--- config.mk ---
export PLATFORM = sky130hd
export DESIGN_NAME = axi_cmd_master
export DESIGN_NICKNAME = d
export VERILOG_FILES = /design/src/rtl/axi_cmd_pkg.sv /design/src/rtl/axi_cmd_master.sv
export SDC_FILE = /design/constraint.sdc
export NUM_CORES = 1
export LEC_CHECK = 0
export BUFFER_PORTS_ARGS = -buffer_cell sky130_fd_sc_hd__buf_2
export CAP_MARGIN = 20
export CORE_ASPECT_RATIO = 0.6
export CORE_MARGIN = 3
export CORE_UTILIZATION = 30
export DETAILED_ROUTE_END_ITERATION = 8
export PLACE_DENSITY = 0.69
export SYNTH_ARGS = -nofsm -noshare
export SYNTH_HDL_FRONTEND = slang
export SYNTH_SLANG_ARGS = --single-unit
export TNS_END_PERCENT = 5
--- constraint.sdc ---
create_clock -name clock -period 1.72 [get_ports clock]
set_clock_uncertainty 0.05 [all_clocks]
set_input_delay 0 -clock clock [delete_from_list [all_inputs] [get_ports clock]]
set_output_delay 0 -clock clock [all_outputs]
set_load 0.005 [all_outputs]
--- src/rtl/axi_cmd_pkg.sv ---
// Shared types and AXI4 constants for the single-beat AXI command master.
// Holds the controller state encoding and the fixed burst attributes it drives.
package axi_cmd_pkg;

  typedef enum logic [2:0] {
    IDLE    = 3'd0,
    WR_REQ  = 3'd1,
    WR_RESP = 3'd2,
    RD_REQ  = 3'd3,
    RD_RESP = 3'd4,
    RSP     = 3'd5
  } state_e;

  localparam logic [1:0]  BURST_INCR  = 2'b01;
  localparam logic [2:0]  SIZE_4B     = 3'b010;
  localparam logic [1:0]  RESP_OKAY   = 2'b00;
  localparam logic [1:0]  RESP_SLVERR = 2'b10;
  localparam logic [7:0]  LEN_SINGLE  = 8'h00;
  localparam logic [3:0]  CACHE_NONE  = 4'b0000;
  localparam logic [2:0]  PROT_NONE   = 3'b000;
  localparam logic [15:0] CYC_MAX     = 16'hFFFF;

  // Saturating increment for the latency counter.
  function automatic logic [15:0] sat_inc16(input logic [15:0] v);
    logic [15:0] r;
    if (v == CYC_MAX) begin
      r = v;
    end else begin
      r = v + 16'd1;
    end
    return r;
  endfunction

endpackage

--- src/rtl/axi_cmd_master.sv ---
// Turns one command at a time into a single-beat AXI4 read or write and returns
// the slave's response (ID-checked) together with the accept-to-response latency.
module axi_cmd_master
  import axi_cmd_pkg::*;
#(
  parameter int DATA_WIDTH = 32,
  parameter int ADDR_WIDTH = 16,
  parameter int STRB_WIDTH = DATA_WIDTH / 8,
  parameter int ID_WIDTH   = 8
) (
  input  logic                  clock,
  input  logic                  reset_n,
  input  logic                  cmd_valid,
  output logic                  cmd_ready,
  input  logic                  cmd_write,
  input  logic [ID_WIDTH-1:0]   cmd_id,
  input  logic [ADDR_WIDTH-1:0] cmd_addr,
  input  logic [DATA_WIDTH-1:0] cmd_wdata,
  input  logic [STRB_WIDTH-1:0] cmd_wstrb,
  output logic                  rsp_valid,
  input  logic                  rsp_ready,
  output logic                  rsp_write,
  output logic [ID_WIDTH-1:0]   rsp_id,
  output logic [DATA_WIDTH-1:0] rsp_rdata,
  output logic [1:0]            rsp_resp,
  output logic [15:0]           rsp_cycles,
  output logic                  busy,
  output logic [ID_WIDTH-1:0]   m_axi_awid,
  output logic [ADDR_WIDTH-1:0] m_axi_awaddr,
  output logic [7:0]            m_axi_awlen,
  output logic [2:0]            m_axi_awsize,
  output logic [1:0]            m_axi_awburst,
  output logic                  m_axi_awlock,
  output logic [3:0]            m_axi_awcache,
  output logic [2:0]            m_axi_awprot,
  output logic                  m_axi_awvalid,
  input  logic                  m_axi_awready,
  output logic [DATA_WIDTH-1:0] m_axi_wdata,
  output logic [STRB_WIDTH-1:0] m_axi_wstrb,
  output logic                  m_axi_wlast,
  output logic                  m_axi_wvalid,
  input  logic                  m_axi_wready,
  input  logic [ID_WIDTH-1:0]   m_axi_bid,
  input  logic [1:0]            m_axi_bresp,
  input  logic                  m_axi_bvalid,
  output logic                  m_axi_bready,
  output logic [ID_WIDTH-1:0]   m_axi_arid,
  output logic [ADDR_WIDTH-1:0] m_axi_araddr,
  output logic [7:0]            m_axi_arlen,
  output logic [2:0]            m_axi_arsize,
  output logic [1:0]            m_axi_arburst,
  output logic                  m_axi_arlock,
  output logic [3:0]            m_axi_arcache,
  output logic [2:0]            m_axi_arprot,
  output logic                  m_axi_arvalid,
  input  logic                  m_axi_arready,
  input  logic [ID_WIDTH-1:0]   m_axi_rid,
  input  logic [DATA_WIDTH-1:0] m_axi_rdata,
  input  logic [1:0]            m_axi_rresp,
  input  logic                  m_axi_rlast,
  input  logic                  m_axi_rvalid,
  output logic                  m_axi_rready
);

  state_e                state_q, state_d;
  logic                  cmd_ready_q, cmd_ready_d;
  logic                  write_q, write_d;
  logic [ID_WIDTH-1:0]   id_q, id_d;
  logic [ADDR_WIDTH-1:0] addr_q, addr_d;
  logic [DATA_WIDTH-1:0] wdata_q, wdata_d;
  logic [STRB_WIDTH-1:0] wstrb_q, wstrb_d;
  logic                  aw_done_q, aw_done_d;
  logic                  w_done_q, w_done_d;
  logic [ID_WIDTH-1:0]   rsp_id_q, rsp_id_d;
  logic [DATA_WIDTH-1:0] rdata_q, rdata_d;
  logic [1:0]            resp_q, resp_d;
  logic [15:0]           cycles_q, cycles_d;

  logic cmd_hs_s, aw_hs_s, w_hs_s, b_hs_s, ar_hs_s, r_hs_s, rsp_hs_s;
  logic unused_rlast_s;

  // Single-beat reads never need rlast; it is deliberately ignored.
  assign unused_rlast_s = m_axi_rlast;

  assign cmd_hs_s = cmd_valid && cmd_ready;
  assign aw_hs_s  = m_axi_awvalid && m_axi_awready;
  assign w_hs_s   = m_axi_wvalid && m_axi_wready;
  assign b_hs_s   = m_axi_bvalid && m_axi_bready;
  assign ar_hs_s  = m_axi_arvalid && m_axi_arready;
  assign r_hs_s   = m_axi_rvalid && m_axi_rready;
  assign rsp_hs_s = rsp_valid && rsp_ready;

  // Next-state, command latching, response capture and latency counting.
  always_comb begin
    state_d   = state_q;
    write_d   = write_q;
    id_d      = id_q;
    addr_d    = addr_q;
    wdata_d   = wdata_q;
    wstrb_d   = wstrb_q;
    aw_done_d = aw_done_q;
    w_done_d  = w_done_q;
    rsp_id_d  = rsp_id_q;
    rdata_d   = rdata_q;
    resp_d    = resp_q;
    cycles_d  = cycles_q;
    case (state_q)
      IDLE: begin
        if (cmd_hs_s) begin
          write_d   = cmd_write;
          id_d      = cmd_id;
          addr_d    = cmd_addr;
          wdata_d   = cmd_wdata;
          wstrb_d   = cmd_wstrb;
          aw_done_d = 1'b0;
          w_done_d  = 1'b0;
          rsp_id_d  = '0;
          rdata_d   = '0;
          resp_d    = RESP_OKAY;
          cycles_d  = 16'd0;
          state_d   = cmd_write ? WR_REQ : RD_REQ;
        end else begin
          state_d = IDLE;
        end
      end
      WR_REQ: begin
        cycles_d  = sat_inc16(cycles_q);
        aw_done_d = aw_done_q || aw_hs_s;
        w_done_d  = w_done_q || w_hs_s;
        if (aw_done_d && w_done_d) begin
          state_d = WR_RESP;
        end else begin
          state_d = WR_REQ;
        end
      end
      WR_RESP: begin
        cycles_d = sat_inc16(cycles_q);
        if (b_hs_s) begin
          rsp_id_d = m_axi_bid;
          rdata_d  = '0;
          resp_d   = (m_axi_bid != id_q) ? RESP_SLVERR : m_axi_bresp;
          state_d  = RSP;
        end else begin
          state_d = WR_RESP;
        end
      end
      RD_REQ: begin
        cycles_d = sat_inc16(cycles_q);
        if (ar_hs_s) begin
          state_d = RD_RESP;
        end else begin
          state_d = RD_REQ;
        end
      end
      RD_RESP: begin
        cycles_d = sat_inc16(cycles_q);
        if (r_hs_s) begin
          rsp_id_d = m_axi_rid;
          rdata_d  = m_axi_rdata;
          resp_d   = (m_axi_rid != id_q) ? RESP_SLVERR : m_axi_rresp;
          state_d  = RSP;
        end else begin
          state_d = RD_RESP;
        end
      end
      RSP: begin
        if (rsp_hs_s) begin
          state_d = IDLE;
        end else begin
          state_d = RSP;
        end
      end
      default: begin
        state_d = IDLE;
      end
    endcase
    // Registered so it stays low throughout reset and rises one edge after release.
    cmd_ready_d = (state_d == IDLE);
  end

  // State and datapath registers.
  always_ff @(posedge clock or negedge reset_n) begin
    if (!reset_n) begin
      state_q     <= IDLE;
      cmd_ready_q <= 1'b0;
      write_q     <= 1'b0;
      id_q        <= '0;
      addr_q      <= '0;
      wdata_q     <= '0;
      wstrb_q     <= '0;
      aw_done_q   <= 1'b0;
      w_done_q    <= 1'b0;
      rsp_id_q    <= '0;
      rdata_q     <= '0;
      resp_q      <= 2'b00;
      cycles_q    <= 16'd0;
    end else begin
      state_q     <= state_d;
      cmd_ready_q <= cmd_ready_d;
      write_q     <= write_d;
      id_q        <= id_d;
      addr_q      <= addr_d;
      wdata_q     <= wdata_d;
      wstrb_q     <= wstrb_d;
      aw_done_q   <= aw_done_d;
      w_done_q    <= w_done_d;
      rsp_id_q    <= rsp_id_d;
      rdata_q     <= rdata_d;
      resp_q      <= resp_d;
      cycles_q    <= cycles_d;
    end
  end

  assign cmd_ready  = cmd_ready_q;
  assign busy       = (state_q != IDLE);
  assign rsp_valid  = (state_q == RSP);
  assign rsp_write  = write_q;
  assign rsp_id     = rsp_id_q;
  assign rsp_rdata  = rdata_q;
  assign rsp_resp   = resp_q;
  assign rsp_cycles = cycles_q;

  assign m_axi_awid    = id_q;
  assign m_axi_awaddr  = addr_q;
  assign m_axi_awlen   = LEN_SINGLE;
  assign m_axi_awsize  = SIZE_4B;
  assign m_axi_awburst = BURST_INCR;
  assign m_axi_awlock  = 1'b0;
  assign m_axi_awcache = CACHE_NONE;
  assign m_axi_awprot  = PROT_NONE;
  assign m_axi_awvalid = (state_q == WR_REQ) && !aw_done_q;

  assign m_axi_wdata  = wdata_q;
  assign m_axi_wstrb  = wstrb_q;
  assign m_axi_wlast  = 1'b1;
  assign m_axi_wvalid = (state_q == WR_REQ) && !w_done_q;

  assign m_axi_bready = (state_q == WR_RESP);

  assign m_axi_arid    = id_q;
  assign m_axi_araddr  = addr_q;
  assign m_axi_arlen   = LEN_SINGLE;
  assign m_axi_arsize  = SIZE_4B;
  assign m_axi_arburst = BURST_INCR;
  assign m_axi_arlock  = 1'b0;
  assign m_axi_arcache = CACHE_NONE;
  assign m_axi_arprot  = PROT_NONE;
  assign m_axi_arvalid = (state_q == RD_REQ);

  assign m_axi_rready = (state_q == RD_RESP);

endmodule
==> flow_metrics.py <==
metrics = {
    "outcome": {
        "violations": "setup timing",
        "status": "finished with violations",
    },
    "worst_setup_path": {
        "reg2reg_from": "state_q[0]$_DFF_PN0_",
        "crit_fanout": 8,
        "timing.rr.end": "rsp_cycles[7]$_DFFE_PN0P_",
        "rr_worst_depth": 6,
        "r2r_setup_slack_ns": -0.20,
        "path_class": "flop to flop",
        "end_kind": "flop",
        "cp-endpoint": "rsp_cycles[7]$_DFFE_PN0P_",
        "required_ns": 2.02,
        "cp.arrival_ns": 2.22,
        "crit_path_start_kind": "flop",
        "startpoint": "state_q[0]$_DFF_PN0_",
    },
    "sta": {
        "tns_ns": -9.40,
        "fmax_mhz": 521,
        "rsz0062_at_grt": "yes",
        "setup_slack_ns": -0.201,
        "finalHoldViolCount": 0,
        "period_minus_slack_ns": 1.92,
        "post-route-period-util": 1.12,
        "slew_violations": 0,
        "setup_violations": 82,
    },
    "grt": {
        "antenna_found_initial": 0,
        "track_usage": 0.186,
        "grt_overflow_total": 0,
        "grt_busiest_layer": "met2",
        "met2_usage": 0.308,
        "grt_max_degree": 50,
        "grtUsageMet1": 0.243,
        "grt_pass1_vias": 6196,
        "use_met3": 0.0521,
        "grt_pass1_wl_um": 32200,
    },
    "flow_run": {
        "drv_cap": 0,
    },
    "worst_hold_path": {
        "worstHoldPathType": "input port to flop",
    },
    "die": {
        "die-area_um2": 21600,
        "ios": 317,
        "initial_core_util": 0.309,
        "coreArea_um2": 19300,
        "die_x_um": 188,
        "placementRows": 39,
        "die_h_um": 115,
    },
    "pwr": {
        "vdd_drop_max_mv": 0.628,
        "switching_share": 0.358,
        "leakagePower_uw": 0.00517,
        "p_switching_uw": 5120,
        "power_frac_seq": 0.336,
        "p_per_area_nw_per_um2": 1480,
        "pwr-share-clk": 0.270,
        "p_comb_frac": 0.394,
        "intPower_uw": 9170,
    },
    "placed_design": {
        "io_buffers": 272,
        "dp_slack_ns": -0.260,
        "place_congestion": 0.802,
        "dp_hpwl_um": 14000,
    },
    "synthesis": {
        "async_reset_ff_frac": 1.00,
        "ys_seq_area_frac": 0.525,
        "ys.flop_type": "dfrtp_1",
        "avgSynthCellArea_um2": 8.83,
        "synth_area_um2": 5960,
        "synth_edf_count": 0,
        "ys_ff_latch": 125,
        "yosys_warnings": 0,
        "syn_inst": 675,
        "synth_cell_types": 50,
    },
    "layout": {
        "post-route-util": 0.502,
        "drive_gt1_frac": 0.359,
        "fill_cells": 1729,
        "nets": 1219,
        "diodes": 0,
        "multi_input_area_um2": 2380,
        "final-seq-area_um2": 3130,
        "area_growth_pct": 62.5,
    },
    "detailed_routing": {
        "wirelength_um": 20700,
        "vias": 6088,
        "vias_per_cell": 4.43,
        "drtIter0Drc": 315,
        "antenna_left": 0,
        "wire_per_inst_um": 15.0,
        "drc": 0,
        "drtPass1Iterations": 4,
    },
    "cts": {
        "cts-root-buf": "clkbuf_16",
        "cts_tree": "built",
        "htree_levels": 4,
        "cts-buffers-inserted": 17,
        "clk_path_buf_depth": 2,
        "clkSinkCount": 125,
        "clkLatencyLatePin_ns": 0.41,
        "clkTransAtPathRegs_ns": 0.06,
    },
}
==> worst min path at each step <==
stage	startpoint	endpoint	slack, ns	depth (start not counted)
2_1_floorplan	reset_n	aw_done_q$_DFFE_PN0P_	-0.35	0
3_3_place_gp	reset_n	rsp_rdata[28]$_DFFE_PN0P_	-0.08	1
3_5_place_dp	reset_n	rsp_rdata[28]$_DFFE_PN0P_	-0.08	1
4_1_cts	cmd_valid	state_q[0]$_DFF_PN0_	0.02	4
5_1_grt	rsp_ready	state_q[0]$_DFF_PN0_	0.03	4
6_report	rsp_ready	state_q[0]$_DFF_PN0_	0.03	4
==> area by class of cell <==
cell class / count / area share
Clock buffer: 19 / 0.0457
Clock inverter: 12 / 0.0191
Timing Repair Buffer: 462 / 0.330
Sequential cell: 125 / 0.323
Tap cell: 266 / 0.0344
Inverter: 4 / 0.00155
Multi-Input combinational cell: 485 / 0.246
==> cells by family after synthesis <==
logic type | count (synthesis) | share of synthesized area
flops | 125 | 0.525
xor+xnor | 22 | 0.0323
buf+inv | 106 | 0.114
other cells | 2 | 0.00126
mux | 4 | 0.00882
simple gates | 335 | 0.235
fa+ha+maj | 1 | 0.00210
compound gates | 80 | 0.0815
==> metrics by stage <==
stage	instances	total power [uW]	cell area, um^2	hold slack, ns
4_1_cts	1373	14300	9650	0.0213
6_report	1373	14300	9680	0.0342
3_5_place_dp	1219	10100	7760	-0.0783
5_1_grt	1373	15300	9680	0.0317
2_1_floorplan	716	7590	6150	-0.346
3_3_place_gp	1219	9950	7760	-0.0771
==> synthesized netlist by cell type (3+ instances only) <==
| master | number | share of area |
|---|---|---|
| a21oi_1 | 7 | 0.0059 |
| a22oi_1 | 8 | 0.010 |
| and4_2 | 4 | 0.0067 |
| buf_4 | 68 | 0.086 |
| clkbuf_1 | 29 | 0.018 |
| dfrtp_1 | 125 | 0.53 |
| inv_1 | 4 | 0.0025 |
| mux2i_1 | 3 | 0.0050 |
| nand2_1 | 274 | 0.17 |
| nand3_1 | 7 | 0.0059 |
| nand4_1 | 6 | 0.0063 |
| nor2_1 | 13 | 0.0082 |
| nor3_1 | 4 | 0.0034 |
| nor4_1 | 6 | 0.0063 |
| o211ai_1 | 4 | 0.0050 |
| o21ai_0 | 46 | 0.039 |
| or3_1 | 5 | 0.0053 |
| or4_1 | 3 | 0.0038 |
| xor2_1 | 21 | 0.031 |
==> power groups by stage <==
stage / logic [uW] / clock network [uW] / registers, uW
after detailed placement: 5290 / 0 / 4790
after CTS: 5550 / 3950 / 4780
after floorplan: 2720 / 0 / 4870
final: 5630 / 3860 / 4800
after global routing: 6260 / 4090 / 4940
after global placement: 5180 / 0 / 4770
==> timing repair <==
action                                  CTS  global route
pin swaps                                 4             4
setup buffers                             4             0
endpoints found under the hold margin   234             0
hold buffers                            119             0
gates cloned                              0             0
gates resized for setup                  11            10
endpoints found under the setup margin   85            96
==> cell usage in the layout, fill, tap and decap left out, types with 3 or more instances in the layout <==
master	n
a22oi_1	8
buf_6	3
xor2_1	21
o211ai_1	4
buf_4	61
bufinv_16	4
buf_2	271
mux2i_1	3
conb_1	43
o21ai_0	43
inv_1	4
buf_12	7
nand3_1	7
inv_6	4
nand4_1	6
dlygate4sd3_1	119
nor2_1	10
and4_2	4
nor3_1	4
or3_4	3
o21ai_1	3
dfrtp_1	125
or4_1	3
clkbuf_16	17
nand2_1	273
nor4_1	5
a21oi_1	5
==> routing by layer <==
| layer | wire [um] | up-vias |
|---|---|---|
| met5 | 0 | - |
| met4 | 213 | 0 |
| met3 | 1310 | 19 |
| met2 | 9810 | 244 |
| met1 | 9330 | 2899 |
| li1 | - | 2926 |
==> state kept, by name, indices dropped and copies added, names as in the netlist <==
signal / cells
aw_done_q: 1
cmd_ready: 1
m_axi_araddr: 16
m_axi_arid: 8
m_axi_wdata: 32
m_axi_wstrb: 4
rsp_cycles: 16
rsp_id: 8
rsp_rdata: 32
rsp_resp: 2
rsp_write: 1
state_q: 3
w_done_q: 1
==> critical path, stage by stage (launching register included) <==
cell	delay, ns
dfrtp_1	0.39
or3_4	0.43
nand4_1	0.14
buf_4	0.15
o2111ai_4	0.19
or4_1	0.44
nand2_1	0.08
Power figures use the tool's default switching activity.
